## config.mk

```make
export PLATFORM = sky130hd
export DESIGN_NAME = button_scheduler_flat
export DESIGN_NICKNAME = d
export VERILOG_FILES = /design/src/rtl/button_scheduler_if.sv /design/src/rtl/button_scheduler.sv /design/src/flat_wrapper.sv
export SDC_FILE = /design/constraint.sdc
export NUM_CORES = 1
export LEC_CHECK = 0
export ABC_AREA = 0
export CORE_MARGIN = 3
export CORE_UTILIZATION = 33
export CTS_CLUSTER_SIZE = 8
export DETAILED_ROUTE_END_ITERATION = 16
export SYNTH_ARGS = -nofsm -noshare
export SYNTH_HDL_FRONTEND = slang
export SYNTH_SLANG_ARGS = --single-unit
```

## constraint.sdc

```tcl
create_clock -name clk -period 2.4 [get_ports clk]
set_clock_uncertainty 0.2 [all_clocks]
set_input_delay 0.48 -clock clk [delete_from_list [all_inputs] [get_ports clk]]
set_output_delay 0.48 -clock clk [all_outputs]
set_load 0.005 [all_outputs]
```

## src/rtl/button_scheduler_if.sv

```systemverilog
// Command stream between the button scheduler (master) and its consumer (slave).
// One command is transferred on each cycle where cmd_valid and cmd_ready are both high.
interface button_scheduler_if #(
   parameter int ID_W = 2
);
   logic            cmd_valid;
   logic            cmd_ready;
   logic [ID_W-1:0] cmd_id;
   logic            cmd_repeat;

   modport master (output cmd_valid, output cmd_id, output cmd_repeat, input cmd_ready);
   modport slave  (input cmd_valid, input cmd_id, input cmd_repeat, output cmd_ready);
endinterface

```

## src/rtl/button_scheduler.sv

```systemverilog
// Debounces up to 2**ID_W buttons on a slow tick and serialises press/auto-repeat events
// round-robin onto one valid/ready stream. Auto-repeat is built only with BTN_SCHED_REPEAT_EN.
module button_scheduler #(
   parameter int ID_W         = 2,
   parameter int SAMPLE_DIV   = 250000,
   parameter int REPEAT_DELAY = 50,
   parameter int REPEAT_RATE  = 10
) (
   input  logic                clk,
   input  logic                rst,
   input  logic [2**ID_W-1:0]  btn,
   output logic [2**ID_W-1:0]  held,
   button_scheduler_if.master  cmd
);
   localparam int N_BTN = 2**ID_W;
   localparam int CNT_W = $clog2(SAMPLE_DIV);

   if (SAMPLE_DIV < 2 || REPEAT_DELAY < 1 || REPEAT_RATE < 1) begin : g_cfg_check
      $error("button_scheduler: illegal parameter value");
   end

   logic [CNT_W-1:0] cnt_q, cnt_d;
   logic             tick;
   logic [N_BTN-1:0] s1_q, s1_d, level_q, level_d;
   logic [N_BTN-1:0] new_level, press_ev, rep_ev, ev;
   logic [N_BTN-1:0] pending_q, pending_d, grant;
   logic [ID_W-1:0]  last_q, last_d, cmd_id_q, cmd_id_d, winner;
   logic             cmd_valid_q, cmd_valid_d, found, load;

   always_comb begin
      tick  = (cnt_q == CNT_W'(SAMPLE_DIV - 1));
      cnt_d = tick ? '0 : cnt_q + CNT_W'(1);
      s1_d    = tick ? btn : s1_q;
      level_d = tick ? new_level : level_q;
   end

   // A level only changes when the raw input agrees with the previous tick's sample.
   for (genvar gi = 0; gi < N_BTN; gi++) begin : g_deb
      assign new_level[gi] = (btn[gi] == s1_q[gi]) ? btn[gi] : level_q[gi];
      assign press_ev[gi]  = tick & new_level[gi] & ~level_q[gi];
   end

   assign held = level_q;

`ifdef BTN_SCHED_REPEAT_EN
   localparam int HOLD_MAX = (REPEAT_DELAY > REPEAT_RATE) ? REPEAT_DELAY : REPEAT_RATE;
   localparam int HOLD_W   = $clog2(HOLD_MAX + 1);

   logic [N_BTN-1:0] rep_q, rep_d;
   logic             cmd_repeat_q, cmd_repeat_d;

   for (genvar gi = 0; gi < N_BTN; gi++) begin : g_rep
      logic [HOLD_W-1:0] hold_cnt_q, hold_cnt_d;
      logic              fire;

      always_comb begin
         hold_cnt_d = hold_cnt_q;
         fire       = 1'b0;
         if (press_ev[gi]) begin
            hold_cnt_d = HOLD_W'(REPEAT_DELAY);
         end else if (tick && level_q[gi] && new_level[gi] && hold_cnt_q != '0) begin
            if (hold_cnt_q == HOLD_W'(1)) begin
               fire       = 1'b1;
               hold_cnt_d = HOLD_W'(REPEAT_RATE);
            end else begin
               hold_cnt_d = hold_cnt_q - HOLD_W'(1);
            end
         end
      end

      always_ff @(posedge clk) begin
         if (rst) hold_cnt_q <= '0;
         else     hold_cnt_q <= hold_cnt_d;
      end

      assign rep_ev[gi] = fire;
   end

   // Merging into a still-queued event keeps "press" if either side is a press.
   always_comb begin
      rep_d = rep_q;
      for (int i = 0; i < N_BTN; i++) begin
         if (ev[i]) begin
            rep_d[i] = (pending_q[i] && !grant[i]) ? (rep_q[i] & rep_ev[i]) : rep_ev[i];
         end
      end
      cmd_repeat_d = cmd_repeat_q;
      if (load && found) cmd_repeat_d = rep_q[winner];
   end

   always_ff @(posedge clk) begin
      if (rst) begin
         rep_q        <= '0;
         cmd_repeat_q <= 1'b0;
      end else begin
         rep_q        <= rep_d;
         cmd_repeat_q <= cmd_repeat_d;
      end
   end

   assign cmd.cmd_repeat = cmd_repeat_q;
`else
   assign rep_ev         = '0;
   assign cmd.cmd_repeat = 1'b0;
`endif

   assign ev = press_ev | rep_ev;

   always_comb begin : arb_search
      logic [ID_W-1:0] idx;
      idx    = '0;
      found  = 1'b0;
      winner = '0;
      for (int k = 1; k <= N_BTN; k++) begin
         idx = last_q + ID_W'(k);
         if (!found && pending_q[idx]) begin
            found  = 1'b1;
            winner = idx;
         end
      end
   end

   // A new event in the grant cycle re-arms pending: set wins over clear.
   always_comb begin
      load  = !cmd_valid_q || cmd.cmd_ready;
      grant = '0;
      if (load && found) grant[winner] = 1'b1;
      pending_d   = (pending_q & ~grant) | ev;
      cmd_valid_d = cmd_valid_q;
      cmd_id_d    = cmd_id_q;
      last_d      = last_q;
      if (load) begin
         cmd_valid_d = found;
         if (found) begin
            cmd_id_d = winner;
            last_d   = winner;
         end
      end
   end

   always_ff @(posedge clk) begin
      if (rst) begin
         cnt_q       <= '0;
         s1_q        <= '0;
         level_q     <= '0;
         pending_q   <= '0;
         last_q      <= '1;
         cmd_valid_q <= 1'b0;
         cmd_id_q    <= '0;
      end else begin
         cnt_q       <= cnt_d;
         s1_q        <= s1_d;
         level_q     <= level_d;
         pending_q   <= pending_d;
         last_q      <= last_d;
         cmd_valid_q <= cmd_valid_d;
         cmd_id_q    <= cmd_id_d;
      end
   end

   assign cmd.cmd_valid = cmd_valid_q;
   assign cmd.cmd_id    = cmd_id_q;
endmodule

```

## src/flat_wrapper.sv

```systemverilog
// flat-port wrapper written by rule: the top's interface ports become plain ports
module button_scheduler_flat 
#(
   parameter int ID_W         = 2,
   parameter int SAMPLE_DIV   = 250000,
   parameter int REPEAT_DELAY = 50,
   parameter int REPEAT_RATE  = 10
)
  (clk, rst, btn, held, cmd_cmd_valid, cmd_cmd_id, cmd_cmd_repeat, cmd_cmd_ready);
  button_scheduler_if #(.ID_W(ID_W)) cmd_i ();
  input  logic clk;
  input  logic rst;
  input  logic [2**ID_W-1:0] btn;
  output logic [2**ID_W-1:0] held;
  output wire logic [$bits(cmd_i.cmd_valid)-1:0] cmd_cmd_valid;
  output wire logic [$bits(cmd_i.cmd_id)-1:0] cmd_cmd_id;
  output wire logic [$bits(cmd_i.cmd_repeat)-1:0] cmd_cmd_repeat;
  input wire logic [$bits(cmd_i.cmd_ready)-1:0] cmd_cmd_ready;
  assign cmd_cmd_valid = cmd_i.cmd_valid;
  assign cmd_cmd_id = cmd_i.cmd_id;
  assign cmd_cmd_repeat = cmd_i.cmd_repeat;
  assign cmd_i.cmd_ready = cmd_cmd_ready;
  button_scheduler #(.ID_W(ID_W), .SAMPLE_DIV(SAMPLE_DIV), .REPEAT_DELAY(REPEAT_DELAY), .REPEAT_RATE(REPEAT_RATE)) u_core (.clk(clk), .rst(rst), .btn(btn), .held(held), .cmd(cmd_i));
endmodule
```

==> impl_metrics.toml <==
[yosys]
synthMuxAreaShare_pct = 0
yosys_warnings = 0
ys_seq_elements = 35
yosys_most_used_dff = "dfxtp_1"
syn-instance-count = 199
synth-simple-area-share_pct = 28.0
yosys.area_share.xor_xnor_pct = 6.89
synthAdderAreaFrac_pct = 0.758
syn_nets = 207
synth-edff-count = 0
yosysSeqAreaShare_pct = 42.4
syn_area_um2 = 1650
avgSynthCellArea_um2 = 8.30
async_flop_share_pct = 0
synth_cell_types = 38
synth_top_family_by_area = "simple AND/OR/NAND/NOR gates"
synth_compound_area_share_pct = 17.6

[setup_path]
crit_type = "reg2reg"
r2r_start = "u_core.cnt_q[5]$_SDFF_PP0_"
cpMaxStageDelayCell = "or4_1"
path_buf_inv = 0
rrSetupSlack_ns = 0.32
path_cells = "or4_1 > or2_1 > or3_1 > a31oi_1"
critPathArrivalTime_ns = 2.11
cpPeakStageDelay_ns = 0.54
reg2regPathDepth = 4
critical_path.top_delay_family = "simple AND/OR/NAND/NOR gates"
end_kind = "flip-flop"
cp_num_cells = 4
path_max_fanout = 12
cp-start-kind = "flip-flop"
critPathRequiredTime_ns = 2.42
reg2reg_to = "u_core.held[1]$_SDFFE_PP0N_"

[clock_network]
cts_inserted_buffers = 5
postCtsSetupRepairBufs = 0
clkSinkCount = 35
clock-root-buffer = "clkbuf_8"
tritoncts = "done"
cts_htree_levels = 2
postCtsHoldBufs = 0
cts.repair.resized = 0
clock_path_buffers = 2
cts.clk_slew.worst_paths_ns = 0.07
clk-insertion-delay-late_ns = 0.29

[die]
design.core.area_um2 = 4790
io_pins = 15
start_util_pct = 34.5
die_y_um = 76.7
die_w_um = 76.7
die_area_um2 = 5890
rows = 25

[global_routing]
grt_pass1_wl_um = 5620
grt_max_degree = 18
grt_pass1_vias = 1179
grt.overflow.total = 0
antenna_found_initial = 0
track_usage_pct = 11.9

[worst_hold_path]
holdPathStages = 1
whs_endpoint = "u_core.cnt_q[0]$_SDFF_PP0_"
holdCritPathClass = "reg2reg"
min_from = "u_core.cnt_q[0]$_SDFF_PP0_"

[drt]
vias = 1364
dr.pass1.iters = 4
avgRoutedWirePerCell_um = 11.9
first_iter_violations = 74
ant_nets = 0
finalWirelength_um = 3320
drc_errors = 0
via_per_inst = 4.87

[finish]
drive_gt1_share_pct = 7.51
layout.cells.most_common_list = "dfxtp_1 (35), nor2_1 (25), o21ai_0 (17), nand3_1 (15), clkdlybuf4s50_1 (13)"
final_cells = 280
areaGrowthSynthToFinish_pct = 18.3
final_common_cell = "dfxtp_1"
diodes = 0
final_nets = 221

[sta]
fmax_mhz = 480
rsz0062_at_grt = "false"
report.final.slew_viol_count = 0
finalSetupTns_ns = 0
post-route-period-util_pct = 86.8
relSlewSlack_pct = 62.4
post-route-min-period_ns = 2.08
finalHoldViolations = 0
tightest_slew_ns = 0.558
setup_viol = 0

[place]
port_buffers = 13
hpwl_um = 2290
gp_congestion = 0.818
placed_cells = 273

[power]
peakVddDrop_mv = 0.368
power_density_nw_per_um2 = 582
p_leak_uw = 0.000650

[outcome]
status = "finished clean"

[run]
cap_violations = 0
## metrics by stage
| step | power (uW) | area, um^2 | util [%] | worst slack [ns] | hold slack [ns] |
|---|---|---|---|---|---|
| finish | 1140 | 1950 | 40.8 | 0.317 | 0.263 |
| global route | 1180 | 1950 | 40.8 | 0.168 | 0.281 |
| CTS | 1150 | 1950 | 40.8 | 0.304 | 0.266 |
| detailed placement | 638 | 1850 | 38.7 | 0.304 | 0.251 |
| global placement | 637 | 1850 | 38.7 | 0.314 | 0.249 |
| floorplan | 619 | 1650 | - | 0.379 | 0.226 |
## worst reg2reg max path, stage by stage (launching register included)
cell	delay, ns
dfxtp_1	0.35
or4_1	0.54
or2_1	0.37
or3_1	0.41
a31oi_1	0.15
## registers in the layout (all words and copies together), names as in the netlist
name,count
u_core.cmd.cmd_valid,1
u_core.cnt_q,18
u_core.held,4
u_core.s1_q,4
u_core.cmd.cmd_id,2
u_core.last_q,2
u_core.pending_q,4
## cell families after synthesis
family | after synthesis
and+or+nand+nor | 88
AOI/OAI and AO/OA | 47
DFF | 35
buffers and inverters | 14
xor gates and xnor gates | 13
adders and majority gates | 1
other | 1
## cell usage after synthesis, drive strengths merged (4+ instances only)
cell type   n  area (um^2)
a31oi       6         37.5
buf         5         33.8
clkbuf      7         26.3
xor2       10         87.6
o21ai      17         85.1
a21o        4         30.0
nand2b      7         43.8
a21oi      10         50.1
a311oi      5         43.8
nand2      11         41.3
nor2       25         93.8
or3         6         37.5
dfxtp      35          701
nand3      15         75.1
nand4       5         31.3
## area by class of cell
class	count	area, um^2
inverters	2	7.51
repair buffers	19	175
fillers	506	2830
clock inverters	1	30.0
well taps	67	83.8
multi-input cells	150	883
flip-flops and latches	35	701
clock buffers	6	72.6
## layer usage
metal / wire [um] / track usage (%) / vias up / share of wire (%)
li1: - / - / 738 / -
met1: 1780 / 16.5 / 610 / 54
met2: 1400 / 16.6 / 11 / 42
met3: 88 / 3.64 / 5 / 2.6
met4: 53 / 5.98 / 0 / 1.6
met5: 0 / 0 / - / 0
## report_power, final
| part | switching, uW | leakage, uW | internal, uW |
|---|---|---|---|
| combinational | 17.5 | 0.000317 | 17.7 |
| sequential | 3.87 | 0.000282 | 585 |
| clock | 209 | 0.0000513 | 304 |
## worst max path at each step
stage	startpoint	endpoint	slack (ns)
floorplan	u_core.cnt_q[0]$_SDFF_PP0_	u_core.cnt_q[16]$_SDFF_PP0_	0.38
global placement	u_core.cnt_q[5]$_SDFF_PP0_	u_core.held[0]$_SDFFE_PP0N_	0.31
detailed placement	u_core.cnt_q[8]$_SDFF_PP0_	u_core.held[1]$_SDFFE_PP0N_	0.30
CTS	u_core.cnt_q[5]$_SDFF_PP0_	u_core.held[1]$_SDFFE_PP0N_	0.30
global route	u_core.cnt_q[5]$_SDFF_PP0_	u_core.cnt_q[14]$_SDFF_PP0_	0.17
finish	u_core.cnt_q[5]$_SDFF_PP0_	u_core.held[1]$_SDFFE_PP0N_	0.32
(Power assumes the default switching activity.)
